===== src/rtl/spi_frame_in_if.sv =====
// Frame-buffer write port and downstream send handshake of spi_frame_in.
// The master side writes the buffer and raises send; the slave side reports busy.
interface spi_frame_in_if #(
    parameter int addr_width = 9,
    parameter int data_width = 8
);
    logic [data_width-1:0] wdata;
    logic [addr_width-1:0] waddr;
    logic                  we;
    logic                  send;
    logic                  busy;

    modport master (output wdata, output waddr, output we, output send, input busy);
    modport slave  (input wdata, input waddr, input we, input send, output busy);
endinterface


===== src/rtl/spi_frame_in.sv =====
// SPI slave front end: writes one LED frame into the circular frame buffer and hands it downstream.
// Define SPI_FRAME_IN_CHECKSUM_EN to require a trailing XOR checksum byte after the data bytes.
module spi_frame_in #(
    parameter int addr_width = 9,
    parameter int data_width = 8,
    parameter int n_LEDS     = 320,
    parameter int buf_depth  = 512
) (
    input  logic clk_sys,
    input  logic n_rst,
    input  logic spi_sck,
    input  logic spi_mosi,
    input  logic spi_ncs,
    output logic err_len,
    output logic err_ovr,
    spi_frame_in_if.master bus
);
    localparam int BW = (data_width > 1) ? $clog2(data_width) : 1;
    localparam int CW = $clog2(n_LEDS + 2);
    localparam logic [BW-1:0]         LAST_BIT  = BW'(data_width - 1);
    localparam logic [CW-1:0]         N_C       = CW'(n_LEDS);
    localparam logic [CW-1:0]         SAT_C     = CW'(n_LEDS + 1);
    localparam logic [addr_width-1:0] LAST_ADDR = addr_width'(buf_depth - 1);

    typedef enum logic [1:0] {IDLE, RECV, COMMIT} state_t;

    logic sck_meta_q, sck_sync_q, sck_prev_q;
    logic ncs_meta_q, ncs_sync_q, ncs_prev_q;
    logic mosi_meta_q, mosi_sync_q;

    state_t                state_q, state_d;
    logic [BW-1:0]         bit_cnt_q, bit_cnt_d;
    logic [CW-1:0]         byte_cnt_q, byte_cnt_d;
    logic [data_width-2:0] shift_q, shift_d;
    logic [addr_width-1:0] frame_base_q, frame_base_d;
    logic [addr_width-1:0] waddr_q, waddr_d;
    logic [data_width-1:0] wdata_q, wdata_d;
    logic                  we_q, we_d;
    logic                  send_q, send_d;
    logic                  err_len_q, err_len_d;
    logic                  err_ovr_q, err_ovr_d;
`ifdef SPI_FRAME_IN_CHECKSUM_EN
    logic [data_width-1:0] csum_q, csum_d;
    logic                  extra_q, extra_d;
`endif

    logic                  sck_rise, ncs_rise, ncs_fall;
    logic                  frame_ok, start_frame;
    logic [data_width-1:0] byte_next;

    function automatic logic [addr_width-1:0] addr_inc(input logic [addr_width-1:0] a);
        return (a == LAST_ADDR) ? '0 : a + 1'b1;
    endfunction

    // Two flops per async pin plus one history flop for edge detection.
    always_ff @(posedge clk_sys or negedge n_rst) begin
        if (!n_rst) begin
            sck_meta_q  <= 1'b0;
            sck_sync_q  <= 1'b0;
            sck_prev_q  <= 1'b0;
            ncs_meta_q  <= 1'b1;
            ncs_sync_q  <= 1'b1;
            ncs_prev_q  <= 1'b1;
            mosi_meta_q <= 1'b0;
            mosi_sync_q <= 1'b0;
        end else begin
            // NOTE: non-blocking assignments keep every flop sampling pre-edge values, so the chain really is two stages deep.
            sck_meta_q  <= spi_sck;
            sck_sync_q  <= sck_meta_q;
            sck_prev_q  <= sck_sync_q;
            ncs_meta_q  <= spi_ncs;
            ncs_sync_q  <= ncs_meta_q;
            ncs_prev_q  <= ncs_sync_q;
            mosi_meta_q <= spi_mosi;
            mosi_sync_q <= mosi_meta_q;
        end
    end

    assign sck_rise  = sck_sync_q & ~sck_prev_q;
    assign ncs_rise  = ncs_sync_q & ~ncs_prev_q;
    assign ncs_fall  = ~ncs_sync_q & ncs_prev_q;
    assign byte_next = {shift_q, mosi_sync_q};

`ifdef SPI_FRAME_IN_CHECKSUM_EN
    // The running XOR includes the trailer, so a matching trailer leaves zero.
    assign frame_ok = (byte_cnt_q == SAT_C) && (bit_cnt_q == '0) && (csum_q == '0) && !extra_q;
`else
    assign frame_ok = (byte_cnt_q == N_C) && (bit_cnt_q == '0);
`endif

    always_comb begin
        // NOTE: every signal gets a default first, so no path through the case can infer a latch.
        state_d      = state_q;
        bit_cnt_d    = bit_cnt_q;
        byte_cnt_d   = byte_cnt_q;
        shift_d      = shift_q;
        frame_base_d = frame_base_q;
        waddr_d      = waddr_q;
        wdata_d      = wdata_q;
        we_d         = 1'b0;
        send_d       = 1'b0;
        err_len_d    = 1'b0;
        err_ovr_d    = err_ovr_q;
        start_frame  = 1'b0;
`ifdef SPI_FRAME_IN_CHECKSUM_EN
        csum_d       = csum_q;
        extra_d      = extra_q;
`endif
        case (state_q)
            IDLE: begin
                if (ncs_fall) start_frame = 1'b1;
            end
            RECV: begin
                if (ncs_rise) begin
                    if (frame_ok) begin
                        state_d = COMMIT;
                    end else begin
                        state_d   = IDLE;
                        err_len_d = 1'b1;
                        waddr_d   = frame_base_q;
                    end
                end else if (sck_rise) begin
                    shift_d = byte_next[data_width-2:0];
                    if (bit_cnt_q == LAST_BIT) begin
                        bit_cnt_d = '0;
                        if (byte_cnt_q < N_C) begin
                            we_d    = 1'b1;
                            waddr_d = addr_inc(waddr_q);
                            wdata_d = byte_next;
                        end
                        if (byte_cnt_q != SAT_C) byte_cnt_d = byte_cnt_q + 1'b1;
`ifdef SPI_FRAME_IN_CHECKSUM_EN
                        // The counter saturates one past the trailer; a byte arriving there is an overrun.
                        if (byte_cnt_q == SAT_C) extra_d = 1'b1;
                        else                     csum_d  = csum_q ^ byte_next;
`endif
                    end else begin
                        bit_cnt_d = bit_cnt_q + 1'b1;
                    end
                end
            end
            COMMIT: begin
                if (!bus.busy) begin
                    send_d  = 1'b1;
                    state_d = IDLE;
                    if (ncs_fall) start_frame = 1'b1;
                end else if (ncs_fall) begin
                    err_ovr_d   = 1'b1;
                    start_frame = 1'b1;
                end
            end
            default: state_d = IDLE;
        endcase

        // The current waddr is the rewind point if the new frame turns out bad.
        if (start_frame) begin
            state_d      = RECV;
            bit_cnt_d    = '0;
            byte_cnt_d   = '0;
            frame_base_d = waddr_q;
`ifdef SPI_FRAME_IN_CHECKSUM_EN
            csum_d       = '0;
            extra_d      = 1'b0;
`endif
        end
    end

    always_ff @(posedge clk_sys or negedge n_rst) begin
        if (!n_rst) begin
            state_q      <= IDLE;
            bit_cnt_q    <= '0;
            byte_cnt_q   <= '0;
            shift_q      <= '0;
            frame_base_q <= '0;
            waddr_q      <= LAST_ADDR;
            wdata_q      <= '0;
            we_q         <= 1'b0;
            send_q       <= 1'b0;
            err_len_q    <= 1'b0;
            err_ovr_q    <= 1'b0;
`ifdef SPI_FRAME_IN_CHECKSUM_EN
            csum_q       <= '0;
            extra_q      <= 1'b0;
`endif
        end else begin
            state_q      <= state_d;
            bit_cnt_q    <= bit_cnt_d;
            byte_cnt_q   <= byte_cnt_d;
            shift_q      <= shift_d;
            frame_base_q <= frame_base_d;
            waddr_q      <= waddr_d;
            wdata_q      <= wdata_d;
            we_q         <= we_d;
            send_q       <= send_d;
            err_len_q    <= err_len_d;
            err_ovr_q    <= err_ovr_d;
`ifdef SPI_FRAME_IN_CHECKSUM_EN
            csum_q       <= csum_d;
            extra_q      <= extra_d;
`endif
        end
    end

    assign bus.wdata = wdata_q;
    assign bus.waddr = waddr_q;
    assign bus.we    = we_q;
    assign bus.send  = send_q;
    assign err_len   = err_len_q;
    assign err_ovr   = err_ovr_q;
endmodule


===== src/flat_wrapper.sv =====
// flat-port wrapper written by rule: the top's interface ports become plain ports
module spi_frame_in_flat 
#(
    parameter int addr_width = 9,
    parameter int data_width = 8,
    parameter int n_LEDS     = 320,
    parameter int buf_depth  = 512
)
  (clk_sys, n_rst, spi_sck, spi_mosi, spi_ncs, err_len, err_ovr, bus_wdata, bus_waddr, bus_we, bus_send, bus_busy);
  spi_frame_in_if #(.addr_width(addr_width), .data_width(data_width)) bus_i ();
  input  logic clk_sys;
  input  logic n_rst;
  input  logic spi_sck;
  input  logic spi_mosi;
  input  logic spi_ncs;
  output logic err_len;
  output logic err_ovr;
  output wire logic [$bits(bus_i.wdata)-1:0] bus_wdata;
  output wire logic [$bits(bus_i.waddr)-1:0] bus_waddr;
  output wire logic [$bits(bus_i.we)-1:0] bus_we;
  output wire logic [$bits(bus_i.send)-1:0] bus_send;
  input wire logic [$bits(bus_i.busy)-1:0] bus_busy;
  assign bus_wdata = bus_i.wdata;
  assign bus_waddr = bus_i.waddr;
  assign bus_we = bus_i.we;
  assign bus_send = bus_i.send;
  assign bus_i.busy = bus_busy;
  spi_frame_in #(.addr_width(addr_width), .data_width(data_width), .n_LEDS(n_LEDS), .buf_depth(buf_depth)) u_core (.clk_sys(clk_sys), .n_rst(n_rst), .spi_sck(spi_sck), .spi_mosi(spi_mosi), .spi_ncs(spi_ncs), .err_len(err_len), .err_ovr(err_ovr), .bus(bus_i));
endmodule

===== config.mk =====
export PLATFORM = sky130hd
export DESIGN_NAME = spi_frame_in_flat
export DESIGN_NICKNAME = d
export VERILOG_FILES = /design/src/rtl/spi_frame_in_if.sv /design/src/rtl/spi_frame_in.sv /design/src/flat_wrapper.sv
export SDC_FILE = /design/constraint.sdc
export NUM_CORES = 1
export LEC_CHECK = 0
export BUFFER_PORTS_ARGS = -buffer_cell sky130_fd_sc_hd__clkbuf_2
export CORE_MARGIN = 1
export CORE_UTILIZATION = 58
export CTS_CLUSTER_DIAMETER = 120
export CTS_CLUSTER_SIZE = 10
export DETAILED_ROUTE_END_ITERATION = 10
export GPL_TIMING_DRIVEN = 0
export PLACE_DENSITY_LB_ADDON = 0.05
export SKIP_LAST_GASP = 1
export SYNTH_ARGS = -nofsm -noshare
export SYNTH_HDL_FRONTEND = slang
export SYNTH_SLANG_ARGS = --single-unit

===== constraint.sdc =====
create_clock -name clk_sys -period 2.6 [get_ports clk_sys]
set_clock_uncertainty 0.2 [all_clocks]
set_input_delay 0.26 -clock clk_sys [delete_from_list [all_inputs] [get_ports clk_sys]]
set_output_delay 0.26 -clock clk_sys [all_outputs]
set_load 0.01 [all_outputs]

# After elaboration in Yosys (flattened, before gate mapping)
# Cells that the tools add are included.
[classes]
n_eq_ne = 11
bitwise = 7
mul = 0
n_reduce_logical = 18
shift = 0
magnitude_cmp = 1
add_sub_neg = 3
n_mux = 34
div = 0
[op_table]
columns = ["cell", "count"]
rows = [
  ["$mux W9", 12],
  ["$add A9 B1 Y9 const B", 2],
  ["$eq A9 B9 Y1 const B", 2],
  ["$mux W3", 5],
  ["$reduce_and A5 Y1", 3],
  ["$reduce_bool A2 Y1", 7],
  ["$mux W1", 12],
  ["$reduce_and A3 Y1", 4],
  ["$lt A9 B9 Y1 const B", 1],
  ["$ne A9 B9 Y1 const B", 1],
  ["$mux W2", 4],
  ["$pmux W2 S3", 1],
  ["$ne A2 B2 Y1 const B", 2],
  ["$not A1 Y1", 4],
  ["$add A3 B1 Y3 const B", 1],
  ["$and A1 B1 Y1", 3],
  ["$eq A3 B3 Y1 const B", 1],
  ["$logic_not A3 Y1", 1],
  ["$ne A3 B1 Y1 const B", 1],
  ["$ne A3 B2 Y1 const B", 1],
  ["$eq A2 B1 Y1 const B", 1],
  ["$eq A2 B2 Y1 const B", 1],
  ["$logic_not A2 Y1", 1],
  ["$ne A2 B1 Y1 const B", 1],
  ["2 further kinds", 2],
]
[word_totals]
n_memories = 0
latchBits = 0
reg_bits = 59
mem_bits_ro = 0
ram_bits = 0
output_inout_bits = 21
in_bits = 6
wordCells = 93

# Logic depth before layout (Yosys ltp)
# Gate-level depths: netlist of run 1.
[depth]
ltp_word = 7
depth_mapped = 8
mapped_depth_nobuf = 8

# Worst setup path before layout of run 1
# OpenSTA, ideal clock, no wires.
[synth_timing]
path_type = "reg2reg"
start = "reg u_core.byte_cnt_q[4]"
end = "reg u_core.waddr_q[0], in the netlist u_core.bus.waddr[0]"
path_slack_ns = 0.302
setup_ns = 0.082
required_ns = 2.318
n_path_buf = 0
period_less_slack_ns = 2.298
path_stages_with_launch = 5
arrival_time_ns = 2.016
cell_sequence = "dfrtp_1 > or4b_1 > or4_4 > a31oi_4 > mux2_2"
[synth_between]
elab_chain_len = 4
word_cells_on_any_way = 6
cone_classes = "order compare (1); eq/ne (2); reduce/logical (3)"
[synth_rtl]
columns = ["element", "line_no", "source"]
rows = [
  ["start, declared", "spi_frame_in.sv:33", "logic [CW-1:0] byte_cnt_q, byte_cnt_d;"],
  ["start signal, assigned", "spi_frame_in.sv:188", "byte_cnt_q <= byte_cnt_d;"],
  ["parallel branches: the longest is 3 deep, another holds $lt A9 B9 Y1", "n/a", ""],
  ["$reduce_and A5 Y1 (no source line) (*)", "n/a", ""],
  ["end signal, assigned", "spi_frame_in.sv:191", "waddr_q <= waddr_d;"],
  ["end, declared", "spi_frame_in.sv:36", "logic [addr_width-1:0] waddr_q, waddr_d;"],
]
# Every way passes the cells marked *.
# A chain may end at the register's enable or synchronous reset.

# Worst setup path in the final report of run 1
[layout_timing]
start = "reg u_core.byte_cnt_q[2]"
end = "reg u_core.waddr_q[0], in the netlist u_core.bus.waddr[0]"
# The elaborated chain is that of the path after synthesis.

==> results.json, run 1 <==
{
  "outcome": "completed",
  "fin_nets": 309,
  "portBuffers": 26,
  "grt_max_degree": 60,
  "vias": 1920,
  "start_kind": "flop",
  "fin_ws_ns": 0.1429,
  "grt.total_usage_pct": 23.56,
  "drt_wl_total_um": 4961,
  "crit_type": "reg2reg",
  "internal-power_uw": 1684,
  "ys.flop_type": "dfrtp_1",
  "dp.cells": 331,
  "synthArstFlopShare_pct": 100.0,
  "cts_setup_buffers": 0,
  "fp.dieW_um": 69.45,
  "path_max_fanout": 8,
  "cts-root-buf": "clkbuf_8",
  "synth_cell_types": 44,
  "synth_seq_cells": 59,
  "place.gp.congestion": 0.8184,
  "hold-path-endpoint": "u_core.mosi_sync_q",
  "power_density_mw_per_mm2": 735.8,
  "antenna_cells": 0,
  "mappedNetlistNets": 267,
  "relSlewSlack_pct": 48.58,
  "cp_num_cells": 4,
  "layout_worst_path_cycle_share_pct": 94.50,
  "syn_area_mm2": 0.002639,
  "clk_pin_slew_ns": 0.06,
  "hp-start": "u_core.mosi_meta_q",
  "slew_viol_final": 0,
  "grt_first_pass_wirelength_um": 8742,
  "dp_slack_ns": 0.1648,
  "power_frac_comb_pct": 12.3,
  "wl_per_cell_um": 14.09,
  "fin_cells": 352,
  "clock_power_share_pct": 37.4,
  "max-vdd-ir-drop_uv": 479.3,
  "holdCritPathClass": "reg2reg",
  "drtIter0Drc": 135,
  "clock_latency_ns": 0.33,
  "io_pins": 27,
  "path_cells": "or4b_1 > or4_4 > a31oi_4 > mux2_2",
  "antenna_found_initial": 0,
  "htree_num_levels": 3,
  "switchingPower_uw": 592.8,
  "finalCriticalPeriod_ns": 2.457,
  "grt_use_met2_pct": 35.38,
  "syn_to_final_growth_pct": 17.26,
  "row_count": 24,
  "ff2ff_path_depth": 4,
  "crit_slowest_cell": "or4_4",
  "cp_slowest_stage_delay_ns": 0.57,
  "whs_path_depth": 0,
  "core_area_mm2": 0.004354,
  "met3_usage_pct": 5.669,
  "routed_via_density": 5.455,
  "dieArea_mm2": 0.004823,
  "syn_area_per_cell_um2": 10.43,
  "switching_share_pct": 26.04,
  "finalHoldViolations": 0,
  "die_h_um": 69.45,
  "maxCapViolations": 0,
  "syn_inst": 253,
  "hpwl_um": 3273,
  "cp_top_family": "simple AND/OR/NAND/NOR gates",
  "drt-pass1-iter-count": 4,
  "r2r_setup_slack_ns": 0.14,
  "gr-usage-met1_pct": 32.17,
  "grt-busiest-layer": "met2",
  "seq_power_share_pct": 50.3,
  "cts.sink_count": 59,
  "drc": 0,
  "drive_gt1_share_pct": 23.00,
  "ys_warn_count": 0,
  "rsz0062_at_grt": "no",
  "worst_pin_slew_ns": 0.7713,
  "fmax_mhz": 407.0,
  "setup_violations": 0,
  "end_kind": "flop",
  "r2r-end": "u_core.bus.waddr[0]",
  "grt_overflow_total": 0,
  "cts_tree": "built",
  "clockBufferDepth": 2,
  "critPathArrivalTime_ns": 2.52,
  "numCtsBuffers": 9,
  "postRouteAntennaNets": 0,
  "whs_ns": 0.1439,
  "synth-edff-count": 0,
  "ys_seq_area_share_pct": 56.52,
  "p_leak_uw": 0.001509,
  "cp_num_buf_inv": 0,
  "crit_required_ns": 2.66,
  "grt_pass1_vias": 1873,
  "r2r-start": "u_core.byte_cnt_q[2]",
  "fin_setup_tns_ns": 0,
  "floorplan.initialDensity_pct": 60.60
}
## registers in the layout, indices dropped and copies added (netlist names), 2 cells and up
name / flops
u_core.bit_cnt_q: 3
u_core.state_q: 2
u_core.byte_cnt_q: 9
u_core.shift_q: 7
u_core.bus.wdata: 8
u_core.bus.waddr: 9
u_core.frame_base_q: 9
## cell type report
class	count	area, um^2
Buffer	8	38.79
Tap cell	52	65.06
Sequential cell	59	1491
Clock inverter	2	35.03
Multi-Input combinational cell	174	1064
Fill cell	328	1260
Inverter	12	45.04
Timing Repair Buffer	31	182.7
Clock buffer	14	172.7
## kinds of logic (layout without fill, tap and decap cells)
group           Yosys count  in the layout  share of synthesized area (%)
xor+xnor                  5              5                          1.659
simple gates            109            109                          19.54
compound gates           41             41                          10.72
fa+ha+maj                 8              8                          3.793
buf+inv                  20             67                          3.176
mux                      11             11                          4.599
flops                    59             59                          56.52
## cells in the final DEF, fill, tap and decap left out, drive strengths merged, types with 4 or more instances in the layout
cell type    instances
a21oi                5
ha                   8
dfstp               12
nand2               57
nand4                6
mux2                 9
nand2b               6
nand3                6
a32oi                4
nor2                15
dlygate4sd3          5
o21ai               17
dfrtp               47
clkbuf              46
inv                 12
xor2                 5
and3                 4
## timing repair
action | 4_1_cts | 5_1_grt
hold buffers | 5 | 0
resized for setup | 0 | 0
hold endpoints to repair | 51 | 0
## synthesized netlist by cell type, drive strengths merged, types with 5 or more instances
| library cell | number | area share (%) |
|---|---|---|
| mux2 | 9 | 3.8 |
| nand2b | 6 | 1.4 |
| nand4 | 6 | 1.4 |
| inv | 12 | 1.7 |
| o21ai | 17 | 3.2 |
| nand3 | 6 | 1.1 |
| dfrtp | 47 | 45 |
| xor2 | 5 | 1.7 |
| clkbuf | 6 | 0.85 |
| nor2 | 15 | 2.1 |
| ha | 8 | 3.8 |
| dfstp | 12 | 12 |
| nand2 | 57 | 8.1 |
| a21oi | 5 | 1.1 |
## worst reg2reg max path: cells and delay by family, from the launching register on
kind | cells | cell delay (ns)
muxes | 1 | 0.37
DFF | 1 | 0.41
AOI/OAI and AO/OA | 1 | 0.30
and+or+nand+nor | 2 | 1.11
## worst max path at each step
| stage | slack (ns) | to | from |
|---|---|---|---|
| floorplan | 0.30 | u_core.bus.waddr[0] | u_core.byte_cnt_q[4] |
| global placement | 0.16 | u_core.bus.waddr[0] | u_core.byte_cnt_q[4] |
| detailed placement | 0.16 | u_core.bus.waddr[0] | u_core.byte_cnt_q[4] |
| CTS | 0.15 | u_core.bus.waddr[0] | u_core.byte_cnt_q[4] |
| global route | 0.07 | u_core.bus.waddr[6] | u_core.bus.waddr[0] |
| finish | 0.14 | u_core.bus.waddr[0] | u_core.byte_cnt_q[2] |
## power groups by stage
stage	Clock (uW)	Combinational, uW	Sequential, uW
final	851	281	1140
after global routing	913	323	1160
after CTS	869	285	1140
after detailed placement	0	274	1160
after global placement	0	267	1150
after floorplan	0	177	1150
## routing by layer
metal  vias to the layer above  wire length, um  share of wire, %
met1                       920             2406                48
met4                         0               99               2.0
met3                        12              155               3.1
li1                        953                -                 -
met5                         -                0                 0
met2                        35             2299                46
## through the flow
stage	instance area, um^2	total power, uW	utilization [%]
5_1_grt	3094	2398	71.06
4_1_cts	3094	2299	71.06
2_1_floorplan	2639	1323	-
3_3_place_gp	2834	1420	65.09
6_report	3094	2277	71.06
3_5_place_dp	2836	1434	65.14
Note: power is estimated with default switching activity, not from simulation.
==> inputs of run 2 (changes only) <==
- CORE_ASPECT_RATIO: default -> 0.9
==> results.json, run 2 (synthesis results as in run 1) <==
{
  "io_pins": 27,
  "slew_viol_final": 0,
  "dp.cells": 339,
  "grt_first_pass_wirelength_um": 8542,
  "finalCriticalPeriod_ns": 2.481,
  "clk_pin_slew_ns": 0.06,
  "ff2ff_path_depth": 4,
  "hpwl_um": 3288,
  "postLayoutCellArea_mm2": 0.003149,
  "core_area_mm2": 0.004212,
  "crit_type": "reg2reg",
  "fin_cells": 360,
  "cp_slowest_stage_delay_ns": 0.58,
  "clockBufferDepth": 2,
  "dp_slack_ns": 0.1513,
  "holdCritPathClass": "reg2reg",
  "place.gp.congestion": 0.8159,
  "dieArea_mm2": 0.004824,
  "whs_ns": 0.1481,
  "cts_setup_buffers": 0,
  "critPathArrivalTime_ns": 2.55,
  "fp.dieW_um": 73.10,
  "routed_via_density": 5.422,
  "rsz0062_at_grt": "no",
  "cts-root-buf": "clkbuf_8",
  "path_cells": "or4b_1 > or4_4 > a31oi_4 > mux2_2",
  "path_max_fanout": 8,
  "fin_nets": 309,
  "crit_slowest_cell": "or4_4",
  "grt.total_usage_pct": 24.45,
  "mostFrequentLayoutCells": "57 x nand2_1, 47 x dfrtp_1, 25 x clkbuf_2, 15 x nor2_1, 15 x o21ai_0",
  "drive_gt1_share_pct": 23.33,
  "r2r_setup_slack_ns": 0.12,
  "max-vdd-ir-drop_uv": 541.5,
  "htree_num_levels": 3,
  "die_h_um": 65.99,
  "drtIter0Drc": 176,
  "cp_top_family": "simple AND/OR/NAND/NOR gates",
  "antenna_found_initial": 0,
  "fmax_mhz": 403.0,
  "fillers": 304,
  "whs_path_depth": 0,
  "finalHoldViolations": 0,
  "hold-path-endpoint": "u_core.sck_sync_q",
  "r2r-end": "u_core.bus.waddr[0]",
  "layout_worst_path_cycle_share_pct": 95.44,
  "dpl_cell_area_mm2": 0.002846,
  "drc": 0,
  "vias": 1952,
  "numCtsBuffers": 9,
  "setup_violations": 0,
  "r2r-start": "u_core.byte_cnt_q[4]",
  "seq_area_mm2": 0.001491,
  "crit_required_ns": 2.67,
  "wl_per_cell_um": 14.03,
  "grt_max_degree": 60,
  "floorplan.initialDensity_pct": 62.66,
  "power_density_mw_per_mm2": 783.2,
  "worst_pin_slew_ns": 0.7683,
  "clock_latency_ns": 0.33,
  "syn_to_final_growth_pct": 19.35,
  "drt_wl_total_um": 5049,
  "postRouteAntennaNets": 0,
  "p_leak_uw": 0.001525,
  "grt_overflow_total": 0,
  "relSlewSlack_pct": 48.78,
  "multi_input_area_mm2": 0.001064,
  "row_count": 22,
  "start_kind": "flop",
  "hp-start": "u_core.sck_meta_q",
  "antenna_cells": 0,
  "cp_num_buf_inv": 0,
  "fin_ws_ns": 0.1185,
  "outcome": "completed",
  "drt-pass1-iter-count": 4,
  "cts_tree": "built",
  "layout_commonest_cell": "nand2_1",
  "end_kind": "flop",
  "maxCapViolations": 0,
  "cts.sink_count": 59,
  "portBuffers": 26,
  "fin_setup_tns_ns": 0,
  "grt_pass1_vias": 1819
}
## run 2: through the flow
step | power (uW) | util, %
floorplan | 1323 | -
global placement | 1422 | 67.53
detailed placement | 1437 | 67.59
CTS | 2492 | 74.78
global route | 2592 | 74.78
finish | 2466 | 74.78
## run 2: what timing repair did
item	CTS	global route
gates resized for setup	0	0
hold buffers	5	0
setup endpoints to repair	0	0
endpoints found under the hold margin	51	0
## run 2: layout make-up
| class | count | share of cell area [%] |
|---|---|---|
| Buffer | 8 | 1.232 |
| Tap cell | 60 | 2.384 |
| Multi-Input combinational cell | 174 | 33.77 |
| Clock buffer | 12 | 4.927 |
| Clock inverter | 4 | 3.099 |
| Timing Repair Buffer | 31 | 5.801 |
| Sequential cell | 59 | 47.36 |
| Inverter | 12 | 1.430 |
## run 2: worst reg2reg max path, delay by kind of cell (launching register included)
family / cells / cell delay (ns)
simple gates: 2 / 1.15
mux: 1 / 0.37
compound gates: 1 / 0.29
flops: 1 / 0.40
## run 2: worst max-delay path by stage
stage                               end  slack [ns]                 start  cells past startpoint
detailed placement  u_core.bus.waddr[0]        0.15  u_core.byte_cnt_q[4]                      4
floorplan           u_core.bus.waddr[0]        0.30  u_core.byte_cnt_q[4]                      4
CTS                 u_core.bus.waddr[0]        0.13  u_core.byte_cnt_q[4]                      4
global route        u_core.bus.waddr[3]        0.05  u_core.byte_cnt_q[4]                      6
finish              u_core.bus.waddr[0]        0.12  u_core.byte_cnt_q[4]                      4
global placement    u_core.bus.waddr[0]        0.16  u_core.byte_cnt_q[4]                      4
## run 2: routing by layer
layer | track usage, % | vias up | wire, um
li1 | - | 951 | -
met1 | 32.93 | 949 | 2445
met2 | 36.34 | 42 | 2303
met3 | 7.317 | 10 | 216
met4 | 11.27 | 0 | 83
met5 | 0 | - | 0
## run 2: power breakdown
part           switching [uW]  internal [uW]
registers                97.6           1050
logic                     169            118
clock network             347            689
total                     613           1850
==> inputs of run 3 (changes only) <==
- CORE_UTILIZATION: 58 -> 55
- MAX_ROUTING_LAYER: default -> met4
==> results.json, run 3 (synthesis results as in run 1) <==
{
  "relSlewSlack_pct": 47.40,
  "holdCritPathClass": "reg2reg",
  "power_density_mw_per_mm2": 694.6,
  "dp.cells": 341,
  "clock_latency_ns": 0.33,
  "mostFrequentLayoutCells": "57 x nand2_1, 47 x dfrtp_1, 25 x clkbuf_2, 15 x nor2_1, 15 x o21ai_0",
  "cp-endpoint": "u_core.bus.waddr[0]",
  "crit_required_ns": 2.66,
  "dp_slack_ns": 0.1556,
  "end_kind": "flop",
  "place.gp.congestion": 0.8083,
  "clk_pin_slew_ns": 0.06,
  "crit_type": "reg2reg",
  "fillers": 370,
  "cp_top_family": "simple AND/OR/NAND/NOR gates",
  "cts_tree": "built",
  "antenna_found_initial": 0,
  "max-vdd-ir-drop_uv": 465.3,
  "portBuffers": 26,
  "core_area_mm2": 0.004518,
  "path_max_fanout": 8,
  "fin_cells": 361,
  "drc": 0,
  "crit_slowest_cell": "or4_4",
  "cts-root-buf": "clkbuf_8",
  "drtIter0Drc": 145,
  "cts_setup_buffers": 0,
  "seq_area_mm2": 0.001491,
  "routed_via_density": 5.388,
  "htree_num_levels": 3,
  "path_cells": "or4b_1 > or4_4 > a31oi_4 > mux2_2",
  "finalHoldViolations": 0,
  "holdBufCountCts": 5,
  "numCtsBuffers": 9,
  "fmax_mhz": 403.6,
  "drive_gt1_share_pct": 22.74,
  "maxCapViolations": 0,
  "floorplan.initialDensity_pct": 58.40,
  "finalCriticalPeriod_ns": 2.477,
  "cp_num_buf_inv": 0,
  "vias": 1945,
  "r2r-start": "u_core.byte_cnt_q[2]",
  "cts.sink_count": 59,
  "die_h_um": 67.71,
  "postRouteAntennaNets": 0,
  "drt_wl_total_um": 5032,
  "io_pins": 27,
  "multi_input_area_mm2": 0.001064,
  "slew_viol_final": 0,
  "setup_violations": 0,
  "syn_to_final_growth_pct": 15.93,
  "whs_ns": 0.1443,
  "cts.repair.resized": 0,
  "grt_first_pass_wirelength_um": 8431,
  "drt-pass1-iter-count": 6,
  "fp.dieW_um": 75.01,
  "ff2ff_path_depth": 4,
  "r2r-end": "u_core.bus.waddr[0]",
  "grt_overflow_total": 0,
  "critPathArrivalTime_ns": 2.53,
  "grt_max_degree": 60,
  "r2r_setup_slack_ns": 0.12,
  "dieArea_mm2": 0.005079,
  "outcome": "completed",
  "rsz0062_at_grt": "no",
  "row_count": 23,
  "fin_setup_tns_ns": 0,
  "fin_ws_ns": 0.1226,
  "p_leak_uw": 0.001488,
  "fin_nets": 309,
  "start_kind": "flop",
  "cp_slowest_stage_delay_ns": 0.57,
  "cp_num_cells": 4,
  "wl_per_cell_um": 13.94,
  "clockBufferDepth": 2,
  "antenna_cells": 0,
  "worst_pin_slew_ns": 0.7890,
  "layout_commonest_cell": "nand2_1",
  "layout_worst_path_cycle_share_pct": 95.29,
  "setup.worst_path.start": "u_core.byte_cnt_q[2]",
  "hpwl_um": 3405,
  "grt.total_usage_pct": 24.05,
  "grt_pass1_vias": 1850
}
==> run 3: how the worst min path moves through the flow <==
stage	end	depth (start not counted)	slack, ns	from
detailed placement	u_core.mosi_sync_q	0	0.14	u_core.mosi_meta_q
global placement	u_core.mosi_sync_q	0	0.13	u_core.mosi_meta_q
floorplan	u_core.bit_cnt_q[0]	0	-0.24	n_rst
CTS	u_core.ncs_sync_q	0	0.15	u_core.ncs_meta_q
finish	u_core.ncs_sync_q	0	0.14	u_core.ncs_meta_q
global route	u_core.ncs_sync_q	0	0.15	u_core.ncs_meta_q
==> run 3: worst register-to-register path, delay by kind of cell (launching register included) <==
kind	cells	cell delay (ns)
mux	1	0.38
flops	1	0.41
compound gates	1	0.29
simple gates	2	1.11
==> run 3: through the flow <==
stage                     cell area [um^2]  utilization [%]  power (uW)
after detailed placement              2849            63.06        1447
after CTS                             3059            67.71        2153
after global placement                2846            63.00        1424
after floorplan                       2639                -        1323
after global routing                  3059            67.71        2246
final                                 3059            67.71        2125
==> run 3: routing by layer <==
layer  global-route usage (%)  vias up  wire [um]
li1                         -      952          -
met1                    30.91      945       2466
met2                    35.47       40       2291
met3                    8.507        8        184
met4                    8.255        0         90
met5                        -        -          0
==> run 3: final cells by class <==
class                           instances  share of cell area (%)
Buffer                                  8                   1.268
Clock buffer                           12                   4.744
Clock inverter                          3                  0.4908
Inverter                               12                   1.472
Multi-Input combinational cell        174                   34.76
Sequential cell                        59                   48.75
Tap cell                               62                   2.536
Timing Repair Buffer                   31                   5.971
==> run 3: where the power goes <==
group	switching (uW)	internal [uW]	leakage (uW)
combinational	168	117	0.000644
sequential	103	1050	0.000758
clock	329	361	0.0000860
total	599	1530	0.00149
